`src/rtl/logic_pipe.sv`:
```
// logic_pipe: handshaked pipeline computing z = ((a0 | ~a1) & (a2 | a3)) ^ a0
// bitwise over W-bit operands, DEPTH stages deep, with a wrapping count of
// completed output transfers.
module logic_pipe #(
    parameter int unsigned W     = 8,
    parameter int unsigned DEPTH = 2,
    parameter int unsigned CNT_W = 16
) (
    input  logic             clk,
    input  logic             rst,
    input  logic             in_valid,
    output logic             in_ready,
    input  logic [W-1:0]     a0,
    input  logic [W-1:0]     a1,
    input  logic [W-1:0]     a2,
    input  logic [W-1:0]     a3,
    output logic             out_valid,
    input  logic             out_ready,
    output logic [W-1:0]     z,
    output logic [CNT_W-1:0] xfer_cnt
);

    // Elaboration-time guard on the supported parameter ranges.
    if (W < 1 || W > 64) begin : g_bad_w
        $error("logic_pipe: W must be in 1..64");
    end
    if (DEPTH < 2 || DEPTH > 8) begin : g_bad_depth
        $error("logic_pipe: DEPTH must be in 2..8");
    end
    if (CNT_W < 1) begin : g_bad_cnt
        $error("logic_pipe: CNT_W must be at least 1");
    end

    // Stage valid bits, indexed 1..DEPTH so stage k lives at bit k.
    logic [DEPTH:1]   v_q;
    logic [DEPTH:1]   v_d;
    // Per-stage "may load this cycle" chain.
    logic [DEPTH:1]   rdy_c;

    // Stage 1 keeps the partial term and the matching a0 of the same beat.
    logic [W-1:0]     tmp_q;
    logic [W-1:0]     tmp_d;
    logic [W-1:0]     a0c_q;
    logic [W-1:0]     a0c_d;

    // Stages 2..DEPTH carry the finished result.
    logic [W-1:0]     res_q [DEPTH:2];
    logic [W-1:0]     res_d [DEPTH:2];

    logic [CNT_W-1:0] cnt_q;
    logic [CNT_W-1:0] cnt_d;

    logic             in_xfer_c;
    logic             out_xfer_c;

    // Ready chain: a stage may load if it is empty or everything below it moves.
    always_comb begin : ready_chain
        rdy_c        = '0;
        rdy_c[DEPTH] = out_ready | ~v_q[DEPTH];
        for (int k = int'(DEPTH) - 1; k >= 1; k--) begin
            rdy_c[k] = rdy_c[k+1] | ~v_q[k];
        end
    end

    assign in_ready   = rdy_c[1] & ~rst;
    assign in_xfer_c  = in_valid & in_ready;
    assign out_xfer_c = v_q[DEPTH] & out_ready;

    // Next-state: each stage either loads from upstream or holds.
    always_comb begin : next_state
        v_d   = v_q;
        tmp_d = tmp_q;
        a0c_d = a0c_q;
        res_d = res_q;
        cnt_d = cnt_q;

        if (rdy_c[1]) begin
            v_d[1] = in_xfer_c;
            if (in_xfer_c) begin
                tmp_d = (a0 | ~a1) & (a2 | a3);
                a0c_d = a0;
            end
        end

        if (rdy_c[2]) begin
            v_d[2] = v_q[1];
            if (v_q[1]) begin
                res_d[2] = tmp_q ^ a0c_q;
            end
        end

        for (int k = 3; k <= int'(DEPTH); k++) begin
            if (rdy_c[k]) begin
                v_d[k] = v_q[k-1];
                if (v_q[k-1]) begin
                    res_d[k] = res_q[k-1];
                end
            end
        end

        if (out_xfer_c) begin
            cnt_d = cnt_q + CNT_W'(1);
        end
    end

    // State registers with synchronous clear of valids, data and counter.
    always_ff @(posedge clk) begin : state_regs
        if (rst) begin
            v_q   <= '0;
            tmp_q <= '0;
            a0c_q <= '0;
            for (int k = 2; k <= int'(DEPTH); k++) begin
                res_q[k] <= '0;
            end
            cnt_q <= '0;
        end else begin
            v_q   <= v_d;
            tmp_q <= tmp_d;
            a0c_q <= a0c_d;
            for (int k = 2; k <= int'(DEPTH); k++) begin
                res_q[k] <= res_d[k];
            end
            cnt_q <= cnt_d;
        end
    end

    assign out_valid = v_q[DEPTH];
    assign z         = res_q[DEPTH];
    assign xfer_cnt  = cnt_q;

    // A stalled output must not change until it is taken.
    a_stall_hold : assert property (
        @(posedge clk) disable iff (rst)
        (out_valid && !out_ready) |=> (out_valid && $stable(z))
    );

endmodule

```
`config.mk`:
```
export PLATFORM = sky130hd
export DESIGN_NAME = logic_pipe
export DESIGN_NICKNAME = d
export VERILOG_FILES = /design/src/rtl/logic_pipe.sv
export SDC_FILE = /design/constraint.sdc
export NUM_CORES = 1
export LEC_CHECK = 0
export BUFFER_PORTS_ARGS = -buffer_cell sky130_fd_sc_hd__buf_2
export CORE_MARGIN = 4
export CORE_UTILIZATION = 50
export DETAILED_ROUTE_END_ITERATION = 10
export PLACE_DENSITY = 0.9
export SETUP_SLACK_MARGIN = 0.1
export SKIP_CTS_REPAIR_TIMING = 1
export SLEW_MARGIN = 0
export SYNTH_ARGS = -nofsm -noshare
export SYNTH_HDL_FRONTEND = slang
export SYNTH_SLANG_ARGS = --single-unit
```
`constraint.sdc`:
```
create_clock -name clk -period 4.7 [get_ports clk]
set_input_delay 0.235 -clock clk [delete_from_list [all_inputs] [get_ports clk]]
set_output_delay 0.235 -clock clk [all_outputs]
set_load 0.01 [all_outputs]
```
==> qor_table.md <==
| Result | Value | Unit |
|:---|:---|:---|
| Critical Path AT | 2.12 | ns |
| Largest incremental delay on the critical path | 0.78 | ns |
| Cell area after technology mapping | 1787 | sq um |
| Critical path's top delay family | simple AND/OR/NAND/NOR gates | - |
| Pin slew with the least headroom to its limit | 0.9778 | ns |
| Worst hold path endpoint | a0c_q[6]$_SDFFE_PP0P_ | - |
| Initial Util | 52.71 | % |
| Cell Pwr Density | 293.5 | nW/um^2 |
| List of cells traversed by the critical path | and2b_1 > nor2b_1 > nor2_1 > a211oi_1 | - |
| # rows | 21 | - |
| Leak pwr | 0.9108 | nW |
| Post-synthesis area per instance | 8.590 | sq um |
| Weighted congestion reported at the end of routability-driven placement | 0.7499 | - |
| RSZ-0062 raised after global routing | false | - |
| Topmost layer with routed signal wires | met4 | - |
| Cells on worst reg2reg path | 4 | - |
| Type of element launching the critical path | flip-flop | - |
| DR vias/cell | 5.080 | - |
| Place WS | 2.826 | ns |
| Final critical delay including setup and external delays | 1.856 | ns |
| Total nets after synthesis | 245 | - |
| Ports | 62 | - |
| Clock share of power | 29.5 | % |
| Dominant cells by area after synthesis | dfxtp_1 (47%), xnor2_1 (7.8%), nand2_1 (6.3%) | - |
| Worst setup slack after layout | 2.844 | ns |
| Final Routed Wirelength | 3733 | um |
| Total GRT Usage | 17.17 | % |
| Clock tree from TritonCTS | done | - |
| Fill cells | 284 | - |
| Number of DRC violations after detailed routing | 0 | - |
| Horizontal die dimension | 67.78 | um |
| Buffers plus inverters on the worst setup path | 0 | - |
| Number of endpoints failing setup at the final stage | 0 | - |
| Yosys warnings | 0 | - |
| Clock input transition at the sequential cells of the worst setup and hold paths | 0.12 | ns |
| Wire length of the first global-routing pass | 6016 | um |
| Met1 layer wirelength in the final routing | 1663 | um |
| Number of buffers created by CTS | 5 | - |
| Number of search-and-repair iterations in the first detailed-routing pass | 4 | - |
| H-Tree Level Count | 2 | - |
| Total via count after detailed routing | 1595 | - |
| Startpoint of the worst hold path | a0[6] | - |
| Fraction of synthesized cell area taken by the top area cell type | 47.06 | % |
| Max Clock Freq | 538.7 | MHz |
| Netlist cell types | 30 | - |
| Root Buffer | clkbuf_4 | - |
| Fin. Hold Viols | 0 | - |
| Part of the Yosys area used for sequential elements | 47.06 | % |
| Detailed route wirelength on metal3 | 213 | um |
| Count of max-cap constraint violations | 0 | - |
| Antenna violations before repair | 0 | - |
| Number of cells after detailed placement | 306 | - |
| Area taken by multi-input logic gates | 860.8 | sq um |
| Reg2reg setup slack | 2.84 | ns |
| Count of mapped cells out of synthesis | 208 | - |
| Count of state elements after synthesis | 42 | - |
| Cell type with the largest total area after synthesis | dfxtp_1 | - |
| Type of element capturing the critical path | flip-flop | - |
| Drt initial violations | 78 | - |
| Data required time of the critical path | 4.97 | ns |
| Sum of overflow across all layers after global routing | 0 | - |
| Area added between synthesis and finish | 21.43 | % |
| Average wire length per cell after detail routing | 11.89 | um |
| Reg area | 840.8 | sq um |
| Antenna Diode Count | 0 | - |
| Final Non-Filler Cells | 314 | - |
| Area of the die | 4594 | sq um |
| Util after Layout | 64.01 | % |
| Final sum of negative setup slack | 0 | ns |
| Sequential Power Share | 59.9 | % |
| Max-slew headroom at the worst pin | 34.68 | % |
| Part of the total power dissipated in combinational logic | 10.7 | % |
| Int Pwr | 476.5 | uW |
| Clk Latency, worst-skew pair | 0.35 | ns |
| Routed length on met2 | 1796 | um |
| Remaining number of nets flagged by the antenna check after routing | 0 | - |
| Worst hold-check path type | in -> reg | - |
| Largest voltage drop on the vdd net | 0.1510 | mV |
| Path type of the worst setup path | reg -> reg | - |
| Max Slew Vio Count | 0 | - |
| Net switching component of the power | 160.3 | uW |
| Post-DP HPWL | 2715 | um |
| Sink Count | 42 | - |
| # nets final | 304 | - |
| Maximum clock path buffer count | 2 | - |
| Final critical-path share of the clock period | 39.50 | % |
| Reg2reg end | z[6]$_SDFFE_PP0P_ | - |
| Maximum fanout count along the critical path | 16 | - |
| Number of global-route vias before repair | 1398 | - |
| Number of cells traversed by the worst hold path | 3 | - |
| Port Buf Inserts | 61 | - |
| Critical-path top delay cell | nor2b_1 | - |
| Clock Skew | 0.008130 | ns |
| Largest net degree at the start of global routing | 46 | - |
| Status | finished clean | - |
| Launching point of the worst reg2reg path | v_q[2]$_SDFFE_PP0P_ | - |
| Die Y | 67.78 | um |
| Layout cell share with drive strength beyond 1 | 26.49 | % |
| CORE AREA | 3390 | sq um |
| Switching share of power | 25.18 | % |
power by group through the flow:
| stage | clock network [mW] | logic (mW) | registers, mW |
|---|---|---|---|
| 4_1_cts | 0.191 | 0.0689 | 0.382 |
| 2_1_floorplan | 0 | 0.0392 | 0.391 |
| 5_1_grt | 0.206 | 0.0777 | 0.384 |
| 3_3_place_gp | 0 | 0.0673 | 0.389 |
| 6_report | 0.188 | 0.0679 | 0.381 |
| 3_5_place_dp | 0 | 0.0687 | 0.390 |
flip-flops by register name, indices dropped and copies added (netlist names):
name / count
a0c_q: 8
tmp_q: 8
v_q: 2
xfer_cnt: 16
z: 8
worst register-to-register path, stage by stage, from the launching register on:
cell and delay, ns:
dfxtp_1 0.39, and2b_1 0.26, nor2b_1 0.78, nor2_1 0.09, a211oi_1 0.25
routing by layer:
metal	track usage (%)	vias up
met5	0	-
met4	7.444	0
met3	4.160	8
met2	28.19	37
met1	21.30	712
li1	-	838
metrics by stage:
step | area, sq um | hold WS, ns | total power [mW]
after floorplan | 1787 | 0.3340 | 0.4302
after global placement | 2110 | 0.4403 | 0.4561
after detailed placement | 2110 | 0.4445 | 0.4583
after CTS | 2170 | 0.07044 | 0.6419
after global routing | 2170 | 0.07515 | 0.6674
final | 2170 | 0.07833 | 0.6368
cell usage in the layout, fill, tap and decap left out, types with 8 or more instances in the layout:
master	instances
dfxtp_1	42
xnor2_1	16
o221ai_1	8
a211oi_1	8
nor2_1	22
inv_1	12
nand3b_1	8
nand2_1	30
a21oi_1	16
buf_2	61
cells by family after synthesis:
group	count (synthesis)	share of synthesized area, %
buffers and inverters	21	4.761
AO/OA/AOI/OAI	39	14.92
XOR/XNOR	18	8.823
adder cells (fa/ha/maj)	1	0.7002
flip-flops	42	47.06
AND/OR/NAND/NOR	87	23.74
synth_stat cells:
cell,instances
nor2b_1,1
and2b_1,1
o221ai_1,8
a21oi_1,16
o31ai_1,1
or4_1,1
nand3_1,5
clkbuf_1,5
a211oi_1,8
buf_4,1
dfxtp_1,42
a211oi_4,1
xnor2_1,16
clkbuf_2,1
nand2_1,30
xor2_1,2
nor4_1,3
inv_1,12
buf_1,1
ha_1,1
buf_2,1
nand4_1,5
nand3b_1,8
nand3_2,1
or3_1,5
nor2_1,22
o21ai_0,4
a211o_1,1
or4_4,1
nor3_1,4
cell type report:
| cell class | instances | share of cell area, % |
|---|---|---|
| inverters | 12 | 2.076 |
| flip-flops and latches | 42 | 38.75 |
| repair buffers | 61 | 14.07 |
| multi-input cells | 145 | 39.68 |
| clock inverters | 1 | 0.2307 |
| clock buffers | 7 | 2.537 |
| well taps | 46 | 2.653 |
worst max-delay path by stage:
stage                                     end  cells after the start                 from
floorplan           xfer_cnt[13]$_SDFFE_PP0P_                      4  v_q[2]$_SDFFE_PP0P_
global placement            z[6]$_SDFFE_PP0P_                      5            out_ready
detailed placement          z[6]$_SDFFE_PP0P_                      5            out_ready
CTS                         z[6]$_SDFFE_PP0P_                      4  v_q[2]$_SDFFE_PP0P_
global route                z[5]$_SDFFE_PP0P_                      4  v_q[2]$_SDFFE_PP0P_
finish                      z[6]$_SDFFE_PP0P_                      4  v_q[2]$_SDFFE_PP0P_
Power figures use the tool's default switching activity.
